<file path="src/rtl/socket_arb_pkg.sv">
// Shared types and helpers for the socket round-robin arbiter.
// Optional full-priority arbitration is enabled with SOCKET_ARB_FULL_PRIO_EN.
package socket_arb_pkg;

    typedef enum logic {IDLE, GRANT} arb_state_t;

    localparam int MAX_SOCK  = 16;
    localparam int MAX_IDX_W = 4;

    // Index width for n sockets, never narrower than one bit.
    function automatic int idx_width(input int n);
        return (n > 2) ? $clog2(n) : 1;
    endfunction

    typedef struct packed {
        logic                 found;
        logic [MAX_IDX_W-1:0] idx;
    } rr_pick_t;

    // First requester strictly after ptr, wrapping modulo n.
    function automatic rr_pick_t rr_pick(input logic [MAX_SOCK-1:0]  req,
                                         input logic [MAX_IDX_W-1:0] ptr,
                                         input int                   n);
        rr_pick_t res;
        int       j;
        res = '0;
        for (int k = 1; k <= MAX_SOCK; k++) begin
            j = int'(ptr) + k;
            if (j >= n) j = j - n;
            if (k <= n && !res.found && req[j[MAX_IDX_W-1:0]]) begin
                res.found = 1'b1;
                res.idx   = j[MAX_IDX_W-1:0];
            end
        end
        return res;
    endfunction

endpackage

</file>
<file path="src/rtl/socket_rr_arbiter_if.sv">
// Socket-side and module-side handshake bundle of the arbiter.
// The arbiter connects through the slave modport, the environment through master.
interface socket_rr_arbiter_if #(
    parameter int N_SOCK     = 4,
    parameter int DATA_WIDTH = 8
);
    localparam int IDX_W = socket_arb_pkg::idx_width(N_SOCK);

    logic [N_SOCK*DATA_WIDTH-1:0] s_data;
    logic [N_SOCK-1:0]            s_dv;
    logic [N_SOCK-1:0]            s_full;
    logic [N_SOCK-1:0]            s_rd_en;
    logic [DATA_WIDTH-1:0]        m_data;
    logic                         m_dv;
    logic                         m_full;
    logic                         m_rd_en;
    logic [IDX_W-1:0]             grant_idx;
    logic                         grant_vld;

    modport slave (
        input  s_data, s_dv, s_full, m_rd_en,
        output s_rd_en, m_data, m_dv, m_full, grant_idx, grant_vld
    );

    modport master (
        output s_data, s_dv, s_full, m_rd_en,
        input  s_rd_en, m_data, m_dv, m_full, grant_idx, grant_vld
    );

endinterface

</file>
<file path="src/rtl/rr_picker.sv">
// Combinational round-robin picker: first set bit of req after ptr, wrapping.
module rr_picker
    import socket_arb_pkg::*;
#(
    parameter int N_SOCK = 4,
    parameter int IDX_W  = idx_width(N_SOCK)
) (
    input  logic [N_SOCK-1:0] req,
    input  logic [IDX_W-1:0]  ptr,
    output logic [IDX_W-1:0]  idx,
    output logic              found
);

    logic [MAX_SOCK-1:0]  req_ext;
    logic [MAX_IDX_W-1:0] ptr_ext;
    rr_pick_t             pick;
    logic                 unused_idx_bits;

    always_comb begin
        req_ext              = '0;
        req_ext[N_SOCK-1:0]  = req;
        ptr_ext              = '0;
        ptr_ext[IDX_W-1:0]   = ptr;
        pick                 = rr_pick(req_ext, ptr_ext, N_SOCK);
    end

    assign idx             = pick.idx[IDX_W-1:0];
    assign found           = pick.found;
    assign unused_idx_bits = ^pick.idx;

endmodule

</file>
<file path="src/rtl/socket_rr_arbiter.sv">
// Round-robin arbiter sharing one downstream module between N_SOCK sockets,
// with bounded bursts per grant. SOCKET_ARB_FULL_PRIO_EN favours full sockets.
module socket_rr_arbiter
    import socket_arb_pkg::*;
#(
    parameter int N_SOCK     = 4,
    parameter int DATA_WIDTH = 8,
    parameter int BURST_MAX  = 4
) (
    input logic                 clk,
    input logic                 rst,
    socket_rr_arbiter_if.slave  bus
);

    localparam int IDX_W = idx_width(N_SOCK);
    localparam int CNT_W = 8;
    localparam logic [CNT_W-1:0] BURST_LAST = CNT_W'(BURST_MAX - 1);
    localparam logic [IDX_W-1:0] PTR_RST    = IDX_W'(N_SOCK - 1);

    arb_state_t        state, state_nxt;
    logic [IDX_W-1:0]  grant_idx_q, grant_idx_nxt;
    logic [IDX_W-1:0]  rr_ptr, rr_ptr_nxt;
    logic [CNT_W-1:0]  burst_cnt, burst_cnt_nxt;

    logic [IDX_W-1:0]  all_idx, win_idx;
    logic              all_found, win_found;
    logic              prio_cut;

    logic [DATA_WIDTH-1:0] s_word [N_SOCK];
    logic                  g_dv, g_full;
    logic [DATA_WIDTH-1:0] g_data;

    logic [N_SOCK-1:0]     s_rd_en;
    logic [DATA_WIDTH-1:0] m_data;
    logic                  m_dv, m_full;
    logic                  release_grant;

    for (genvar i = 0; i < N_SOCK; i++) begin : g_unpack
        assign s_word[i] = bus.s_data[i*DATA_WIDTH +: DATA_WIDTH];
    end

    assign g_dv   = bus.s_dv[grant_idx_q];
    assign g_full = bus.s_full[grant_idx_q];
    assign g_data = s_word[grant_idx_q];

    rr_picker #(.N_SOCK(N_SOCK), .IDX_W(IDX_W)) u_pick_all (
        .req   (bus.s_dv),
        .ptr   (rr_ptr),
        .idx   (all_idx),
        .found (all_found)
    );

`ifdef SOCKET_ARB_FULL_PRIO_EN
    logic [IDX_W-1:0]  full_idx;
    logic              full_found;
    logic [N_SOCK-1:0] g_onehot;

    rr_picker #(.N_SOCK(N_SOCK), .IDX_W(IDX_W)) u_pick_full (
        .req   (bus.s_dv & bus.s_full),
        .ptr   (rr_ptr),
        .idx   (full_idx),
        .found (full_found)
    );

    always_comb begin
        g_onehot              = '0;
        g_onehot[grant_idx_q] = 1'b1;
    end

    // A full requester elsewhere cuts a non-full grant short after its transfer.
    assign prio_cut  = ~g_full & (|(bus.s_full & ~g_onehot));
    assign win_idx   = full_found ? full_idx : all_idx;
    assign win_found = all_found;
`else
    assign prio_cut  = 1'b0;
    assign win_idx   = all_idx;
    assign win_found = all_found;
`endif

    // NOTE: every comb output gets a default first so no path leaves it unassigned (no latch).
    always_comb begin
        state_nxt     = state;
        grant_idx_nxt = grant_idx_q;
        rr_ptr_nxt    = rr_ptr;
        burst_cnt_nxt = burst_cnt;
        s_rd_en       = '0;
        m_data        = '0;
        m_dv          = 1'b0;
        m_full        = 1'b0;
        release_grant = 1'b0;

        unique case (state)
            IDLE: begin
                if (win_found) begin
                    state_nxt     = GRANT;
                    grant_idx_nxt = win_idx;
                    burst_cnt_nxt = '0;
                end
            end
            GRANT: begin
                m_data               = g_data;
                m_dv                 = g_dv;
                m_full               = g_full;
                s_rd_en[grant_idx_q] = bus.m_rd_en & g_dv;

                if (!g_dv) begin
                    release_grant = 1'b1;
                end else if (bus.m_rd_en) begin
                    release_grant = (burst_cnt == BURST_LAST) | prio_cut;
                    burst_cnt_nxt = burst_cnt + 1'b1;
                end

                if (release_grant) begin
                    state_nxt     = IDLE;
                    rr_ptr_nxt    = grant_idx_q;
                    burst_cnt_nxt = '0;
                end
            end
        endcase
    end

    // NOTE: state registers use non-blocking assignments so all flops update together.
    always_ff @(posedge clk or negedge rst) begin
        if (!rst) begin
            state       <= IDLE;
            grant_idx_q <= '0;
            rr_ptr      <= PTR_RST;
            burst_cnt   <= '0;
        end else begin
            state       <= state_nxt;
            grant_idx_q <= grant_idx_nxt;
            rr_ptr      <= rr_ptr_nxt;
            burst_cnt   <= burst_cnt_nxt;
        end
    end

    assign bus.s_rd_en   = s_rd_en;
    assign bus.m_data    = m_data;
    assign bus.m_dv      = m_dv;
    assign bus.m_full    = m_full;
    assign bus.grant_idx = grant_idx_q;
    assign bus.grant_vld = (state == GRANT);

endmodule
</file>
<file path="src/flat_wrapper.sv">
// flat-port wrapper written by rule: the top's interface ports become plain ports
module socket_rr_arbiter_flat import socket_arb_pkg::*;
#(
    parameter int N_SOCK     = 4,
    parameter int DATA_WIDTH = 8,
    parameter int BURST_MAX  = 4
)
  (clk, rst, bus_s_data, bus_s_dv, bus_s_full, bus_m_rd_en, bus_s_rd_en, bus_m_data, bus_m_dv, bus_m_full, bus_grant_idx, bus_grant_vld);
  socket_rr_arbiter_if #(.N_SOCK(N_SOCK), .DATA_WIDTH(DATA_WIDTH)) bus_i ();
  input logic clk;
  input logic rst;
  input wire logic [$bits(bus_i.s_data)-1:0] bus_s_data;
  input wire logic [$bits(bus_i.s_dv)-1:0] bus_s_dv;
  input wire logic [$bits(bus_i.s_full)-1:0] bus_s_full;
  input wire logic [$bits(bus_i.m_rd_en)-1:0] bus_m_rd_en;
  output wire logic [$bits(bus_i.s_rd_en)-1:0] bus_s_rd_en;
  output wire logic [$bits(bus_i.m_data)-1:0] bus_m_data;
  output wire logic [$bits(bus_i.m_dv)-1:0] bus_m_dv;
  output wire logic [$bits(bus_i.m_full)-1:0] bus_m_full;
  output wire logic [$bits(bus_i.grant_idx)-1:0] bus_grant_idx;
  output wire logic [$bits(bus_i.grant_vld)-1:0] bus_grant_vld;
  assign bus_i.s_data = bus_s_data;
  assign bus_i.s_dv = bus_s_dv;
  assign bus_i.s_full = bus_s_full;
  assign bus_i.m_rd_en = bus_m_rd_en;
  assign bus_s_rd_en = bus_i.s_rd_en;
  assign bus_m_data = bus_i.m_data;
  assign bus_m_dv = bus_i.m_dv;
  assign bus_m_full = bus_i.m_full;
  assign bus_grant_idx = bus_i.grant_idx;
  assign bus_grant_vld = bus_i.grant_vld;
  socket_rr_arbiter #(.N_SOCK(N_SOCK), .DATA_WIDTH(DATA_WIDTH), .BURST_MAX(BURST_MAX)) u_core (.clk(clk), .rst(rst), .bus(bus_i));
endmodule
</file>
<file path="config.mk">
export PLATFORM = sky130hd
export DESIGN_NAME = socket_rr_arbiter_flat
export DESIGN_NICKNAME = d
export VERILOG_FILES = /design/src/rtl/socket_arb_pkg.sv /design/src/rtl/socket_rr_arbiter_if.sv /design/src/rtl/rr_picker.sv /design/src/rtl/socket_rr_arbiter.sv /design/src/flat_wrapper.sv
export SDC_FILE = /design/constraint.sdc
export NUM_CORES = 1
export LEC_CHECK = 0
export CAP_MARGIN = 20
export CORE_ASPECT_RATIO = 0.7
export CORE_MARGIN = 8
export CORE_UTILIZATION = 45
export CTS_BUF_LIST = sky130_fd_sc_hd__clkbuf_2 sky130_fd_sc_hd__clkbuf_4 sky130_fd_sc_hd__clkbuf_8
export DETAILED_ROUTE_END_ITERATION = 8
export PLACE_DENSITY_LB_ADDON = 0.12
export SLEW_MARGIN = 30
export SYNTH_ARGS = -nofsm -noshare
export SYNTH_HDL_FRONTEND = slang
export SYNTH_SLANG_ARGS = --single-unit
</file>
<file path="constraint.sdc">
create_clock -name clk -period 5.6 [get_ports clk]
set_input_delay 1.12 -clock clk [delete_from_list [all_inputs] [get_ports clk]]
set_output_delay 1.12 -clock clk [all_outputs]
set_load 0.02 [all_outputs]
</file>
==> results.sh, run 1 <==
export IMPL_place_ws_ns=1.39
export IMPL_start_util_pct=46.7
export IMPL_core_area_um2=2740
export IMPL_path_cells="clkdlybuf4s50_1 -> mux4_2 -> and2_4 -> nand2_1 -> nor3_1 -> clkdlybuf4s50_1"
export IMPL_cts_sinks=13
export IMPL_layout_drive_gt1_share_pct=13.7
export IMPL_vias=1300
export IMPL_drc=0
export IMPL_overflow=0
export IMPL_timing_final_crit_share_pct=75.3
export IMPL_hold_ws_ns=0.547
export IMPL_arrival_ns=3.10
export IMPL_cpPeakStageDelay_ns=0.57
export IMPL_routedWlPerCell_um=18.0
export IMPL_relSlewSlack_pct=51.7
export IMPL_clockPowerShare_pct=9.4
export IMPL_cts_buffers=3
export IMPL_synth_cells=134
export IMPL_clock_latency_ns=0.24
export IMPL_synth_seq_cells=13
export IMPL_synth_top_area_share_pct=21.5
export IMPL_portBuffers=59
export IMPL_p_leak_nw=0.748
export IMPL_drtAntennaViolNets=0
export IMPL_ctsResizeCount=0
export IMPL_antenna_found_initial=0
export IMPL_yosysSeqAreaShare_pct=25.6
export IMPL_finalHoldViolations=0
export IMPL_dp_hpwl_mm=3.34
export IMPL_ir_worst_vdd_v=0.000249
export IMPL_p_comb_share_pct=68.4
export IMPL_grt_max_degree=21
export IMPL_start_kind="primary input"
export IMPL_diodes=0
export IMPL_die_area_um2=4830
export IMPL_pin_count=60
export IMPL_post_cts_buffers=0
export IMPL_grt_use_total_pct=17.0
export IMPL_wl_mm=4.07
export IMPL_status="completed"
export IMPL_crit_path_end_kind="primary output"
export IMPL_cts_root_buf="clkbuf_8"
export IMPL_tns_ns=0
export IMPL_grt_setup_unrepaired="no"
export IMPL_cts_hold_buf=0
export IMPL_ys_warn_count=0
export IMPL_worstMarginPinSlew_ns=0.724
export IMPL_syn_avg_cell_area_um2=9.55
export IMPL_setup_viol=0
export IMPL_seqPwrFrac_pct=22.2
export IMPL_switching_share_pct=46.9
export IMPL_cp_slowest_cell="clkdlybuf4s50_1"
export IMPL_worst_clock_skew_ns=0.00367
export IMPL_maxCapViolations=0
export IMPL_syn_area_um2=1280
export IMPL_finalMaxSlewViolations=0
export IMPL_critical_path_max_fanout=6
export IMPL_yosys_area_top_type="dfrtp_1"
export IMPL_syn_nets=183
export IMPL_regToRegSetupSlack_ns=2.75
export IMPL_async_reset_ff_share_pct=100
export IMPL_grt_first_pass_wirelength_mm=6.38
export IMPL_internal_power_mw=0.502
export IMPL_h_tree_depth=1
export IMPL_synth_common_cells="nand2_1 (14), dfrtp_1 (11), mux4_2 (10), and2_1 (9), nor2_1 (9)"
export IMPL_required_ns=4.48
export IMPL_drt_pre_antenna_iters=5
export IMPL_criticalPathCategory="in2out"
export IMPL_cts_path_max_buffers=2
export IMPL_synth_cell_types=38
export IMPL_grt_pass1_vias=1380
export IMPL_fin_ws_ns=1.38
export IMPL_clk_pin_slew_ns=0.06
export IMPL_ys_flop_type="dfrtp_1"
export IMPL_chipHeight_um=60.6
export IMPL_cts_tree="built"
export IMPL_layout_min_cycle_time_ns=4.22
export IMPL_vias_per_cell=5.75
export IMPL_die_x_um=79.7
export IMPL_synth_edf_count=0
export IMPL_rows=16
export IMPL_utilization_pct=70.3
export IMPL_p_per_area_nw_per_um2=491
export IMPL_fin_nets=240
export IMPL_synth_area_top_cells="dfrtp_1 (22%), mux4_2 (18%), ha_1 (5.9%)"
export IMPL_clock_fmax_mhz=237
export IMPL_synthMostInstantiatedCell="nand2_1"
export IMPL_p_switching_mw=0.444
export IMPL_routabilityCongestion=0.913
export IMPL_hold_class="reg2reg"
export IMPL_cpMostUsedCell="clkdlybuf4s50_1"
export IMPL_first_iter_violations=59
export IMPL_area_growth_pct=50.5
[flip-flops by register name (all words and copies together), names as in the netlist]
signal                cells
u_core.bus.grant_vld      1
u_core.bus.grant_idx      2
u_core.burst_cnt          8
u_core.rr_ptr             2
[layout make-up]
type                            count  area [um2]
Clock buffer                        4        48.8
Fill cell                         220         816
Inverter                            7        31.3
Multi-Input combinational cell    107         883
Sequential cell                    13         328
Tap cell                           36        45.0
Timing Repair Buffer               59         591
[through the flow]
| step | std cells | cell area, um2 | power, mW |
|---|---|---|---|
| 2_1_floorplan | 134 | 1280 | 0.635 |
| 3_5_place_dp | 222 | 1880 | 0.856 |
| 4_1_cts | 226 | 1930 | 0.949 |
| 5_1_grt | 226 | 1930 | 1.01 |
| 6_report | 226 | 1930 | 0.946 |
| 3_3_place_gp | 222 | 1880 | 0.829 |
[power groups by stage]
stage	sequential, mW	combinational [mW]	clock, mW
final	0.210	0.647	0.0890
after global routing	0.222	0.694	0.0971
after CTS	0.213	0.646	0.0903
after detailed placement	0.215	0.641	0
after global placement	0.210	0.619	0
after floorplan	0.159	0.476	0
[worst max-delay path: cells and delay by family]
kind          cells  cell delay [ns]
simple gates      3             0.43
mux               1             0.54
buf+inv           2             1.00
[per-layer routing]
layer  share of wire (%)  track usage [%]
met1                  40             19.5
met2                  50             29.3
met3                 9.1             7.25
met4                0.88             3.09
met5                   0                0
[logic make-up after synthesis]
kind of cell | Yosys count | share of synthesized area, %
buffers and inverters | 14 | 5.38
AO/OA/AOI/OAI | 28 | 16.6
XOR/XNOR | 3 | 2.05
multiplexers | 16 | 22.7
adder cells (fa/ha/maj) | 6 | 5.86
flip-flops | 13 | 25.6
AND/OR/NAND/NOR | 54 | 21.8
[cells in the final DEF (no fill, tap or decap), types with 5 or more instances in the layout]
cell,count
nand2_1,14
nor3_1,5
ha_1,6
inv_1,6
nand3_1,5
nor2_1,9
o31ai_1,6
a21oi_1,7
mux4_2,10
clkdlybuf4s50_1,59
dfrtp_1,11
and2_1,9
[final timing paths]
check	from	to	cells after the start
hold / removal	u_core.burst_cnt[0]	u_core.burst_cnt[0]	1
setup / recovery	bus_s_dv[3]	bus_s_rd_en[1]	6
hold reg to reg	u_core.burst_cnt[0]	u_core.burst_cnt[0]	1
setup reg to reg	u_core.rr_ptr[0]	u_core.burst_cnt[6]	8
min in group asynchronous	rst	u_core.burst_cnt[2]	1
max in group asynchronous	rst	u_core.bus.grant_idx[1]	1
Note: power is estimated with default switching activity, not from simulation.
==> inputs of run 2 (changes only) <==
- CORE_UTILIZATION: 45 -> 43
- clock period: 5.6 -> 4.2 ns (I/O delays scaled with it)
==> run 2 against run 1 <==
Net effect:
- final area stayed put
- hold slack got worse by 0.021 ns
- first-iteration DRC count up 110%
- worst setup slack got worse by 0.82 ns
- clock power rose by 34%
==> results.sh, run 2 (synthesized netlist as in run 1, its figures left out) <==
export IMPL_timing_rr_end="u_core.burst_cnt[6]"
export IMPL_post_cts_buffers=0
export IMPL_clk_pin_slew_ns=0.06
export IMPL_cts_buffers=3
export IMPL_largest_register_ffs=8
export IMPL_timing_final_crit_share_pct=86.6
export IMPL_cts_tree="built"
export IMPL_whs_path_depth=2
export IMPL_r2r_worst_path_cells=8
export IMPL_chipHeight_um=61.6
export IMPL_cts_sinks=13
export IMPL_fin_area_um2=1930
export IMPL_setup_viol=0
export IMPL_maxCapViolations=0
export IMPL_clockPowerShare_pct=9.6
export IMPL_antenna_found_initial=0
export IMPL_internal_power_mw=0.669
export IMPL_area_growth_pct=50.5
export IMPL_diodes=0
export IMPL_layout_drive_gt1_share_pct=13.7
export IMPL_power_total_mw=1.24
export IMPL_die_area_um2=5010
export IMPL_clock_fmax_mhz=275
export IMPL_routedWlPerCell_um=16.9
export IMPL_min_to="u_core.burst_cnt[1]"
export IMPL_routabilityCongestion=0.905
export IMPL_grt_first_pass_wirelength_mm=6.28
export IMPL_placed_area_um2=1880
export IMPL_drc=0
export IMPL_tns_ns=0
export IMPL_criticalPathCategory="in2out"
export IMPL_p_comb_share_pct=68.5
export IMPL_multiInputGateArea_um2=883
export IMPL_cts_hold_buf=0
export IMPL_h_tree_depth=1
export IMPL_wl_mm=3.83
export IMPL_relSlewSlack_pct=53.8
export IMPL_vias=1296
export IMPL_p_switching_mw=0.570
export IMPL_worstMarginPinSlew_ns=0.694
export IMPL_switching_share_pct=46.0
export IMPL_grt_max_degree=21
export IMPL_hp_start="u_core.burst_cnt[1]"
export IMPL_required_ns=3.36
export IMPL_hold_ws_ns=0.525
export IMPL_drtAntennaViolNets=0
export IMPL_critical_path_max_fanout=6
export IMPL_seq_area_um2=328
export IMPL_ir_worst_vdd_v=0.000272
export IMPL_seqPwrFrac_pct=21.9
export IMPL_regToRegSetupSlack_ns=1.44
export IMPL_place_ws_ns=0.550
export IMPL_rows=16
export IMPL_ctsResizeCount=0
export IMPL_core_area_um2=2820
export IMPL_cts_root_buf="clkbuf_8"
export IMPL_finalHoldViolations=0
export IMPL_fin_ws_ns=0.563
export IMPL_p_per_area_nw_per_um2=643
export IMPL_dp_hpwl_mm=3.21
export IMPL_clock_latency_ns=0.24
export IMPL_start_kind="primary input"
export IMPL_overflow=0
export IMPL_layout_min_cycle_time_ns=3.64
export IMPL_start_util_pct=45.3
export IMPL_p_leak_nw=0.748
export IMPL_arrival_ns=2.80
export IMPL_top_register="u_core.burst_cnt"
export IMPL_finalMaxSlewViolations=0
export IMPL_nFillCells=212
export IMPL_cts_path_max_buffers=2
export IMPL_first_iter_violations=122
export IMPL_worst_clock_skew_ns=0.000894
export IMPL_portBuffers=59
export IMPL_status="completed"
export IMPL_grt_pass1_vias=1354
export IMPL_crit_path_end_kind="primary output"
export IMPL_die_x_um=81.2
export IMPL_final_common_cell="clkdlybuf4s50_1"
export IMPL_hold_class="reg2reg"
export IMPL_pin_count=60
export IMPL_grt_use_total_pct=16.3
export IMPL_drt_pre_antenna_iters=4
export IMPL_r2r_start="u_core.rr_ptr[0]"
export IMPL_grt_setup_unrepaired="no"
export IMPL_vias_per_cell=5.73
export IMPL_fin_nets=240
export IMPL_layout_common_cells="clkdlybuf4s50_1 (59), nand2_1 (14), dfrtp_1 (11)"
-- run 2: power by group through the flow --
stage,logic [mW],clock network [mW],registers (mW)
4_1_cts,0.851,0.121,0.275
6_report,0.848,0.119,0.272
3_3_place_gp,0.835,0,0.277
5_1_grt,0.928,0.129,0.291
2_1_floorplan,0.635,0,0.212
3_5_place_dp,0.845,0,0.277
-- run 2: how the worst max path moves through the flow --
stage | startpoint | to | slack [ns] | cells after the start
finish | bus_s_dv[3] | bus_s_rd_en[0] | 0.56 | 6
CTS | bus_s_dv[2] | bus_s_rd_en[0] | 0.54 | 6
global route | bus_s_dv[2] | bus_s_rd_en[0] | 0.39 | 6
detailed placement | bus_s_dv[3] | bus_s_rd_en[0] | 0.55 | 6
floorplan | u_core.bus.grant_idx[0] | bus_m_data[0] | 1.43 | 4
global placement | bus_s_dv[3] | bus_s_rd_en[0] | 0.60 | 6
-- run 2: area by class of cell --
| type | instances | share of cell area, % |
|---|---|---|
| well taps | 36 | 2.34 |
| inverters | 7 | 1.62 |
| multi-input cells | 107 | 45.8 |
| repair buffers | 59 | 30.6 |
| clock buffers | 4 | 2.53 |
| flip-flops and latches | 13 | 17.0 |
-- run 2: critical path, stage by stage --
cell and delay, ns:
clkdlybuf4s50_1 0.44, mux4_2 0.51, and2_4 0.21, nand2_1 0.14
nor3_1 0.08, clkdlybuf4s50_1 0.58
-- run 2: metrics by stage --
| step | utilization [%] | cells |
|---|---|---|
| floorplan | - | 134 |
| global placement | 66.5 | 222 |
| detailed placement | 66.5 | 222 |
| CTS | 68.3 | 226 |
| global route | 68.3 | 226 |
| finish | 68.3 | 226 |
-- run 2: layer usage --
metal	global-route usage (%)	share of wire (%)	up-vias
met5	0	0	-
met4	2.28	0.44	0
met3	9.04	12	2
met2	26.1	47	67
met1	19.3	41	609
li1	-	-	618
==> inputs of run 3 (changes only) <==
- CTS_CLUSTER_DIAMETER: unset -> 120
- CTS_CLUSTER_SIZE: unset -> 10
- SLEW_MARGIN: 30 -> 20
==> results of run 3 <==
No change in the layout: final DEF, timing and power equal those of run 2.
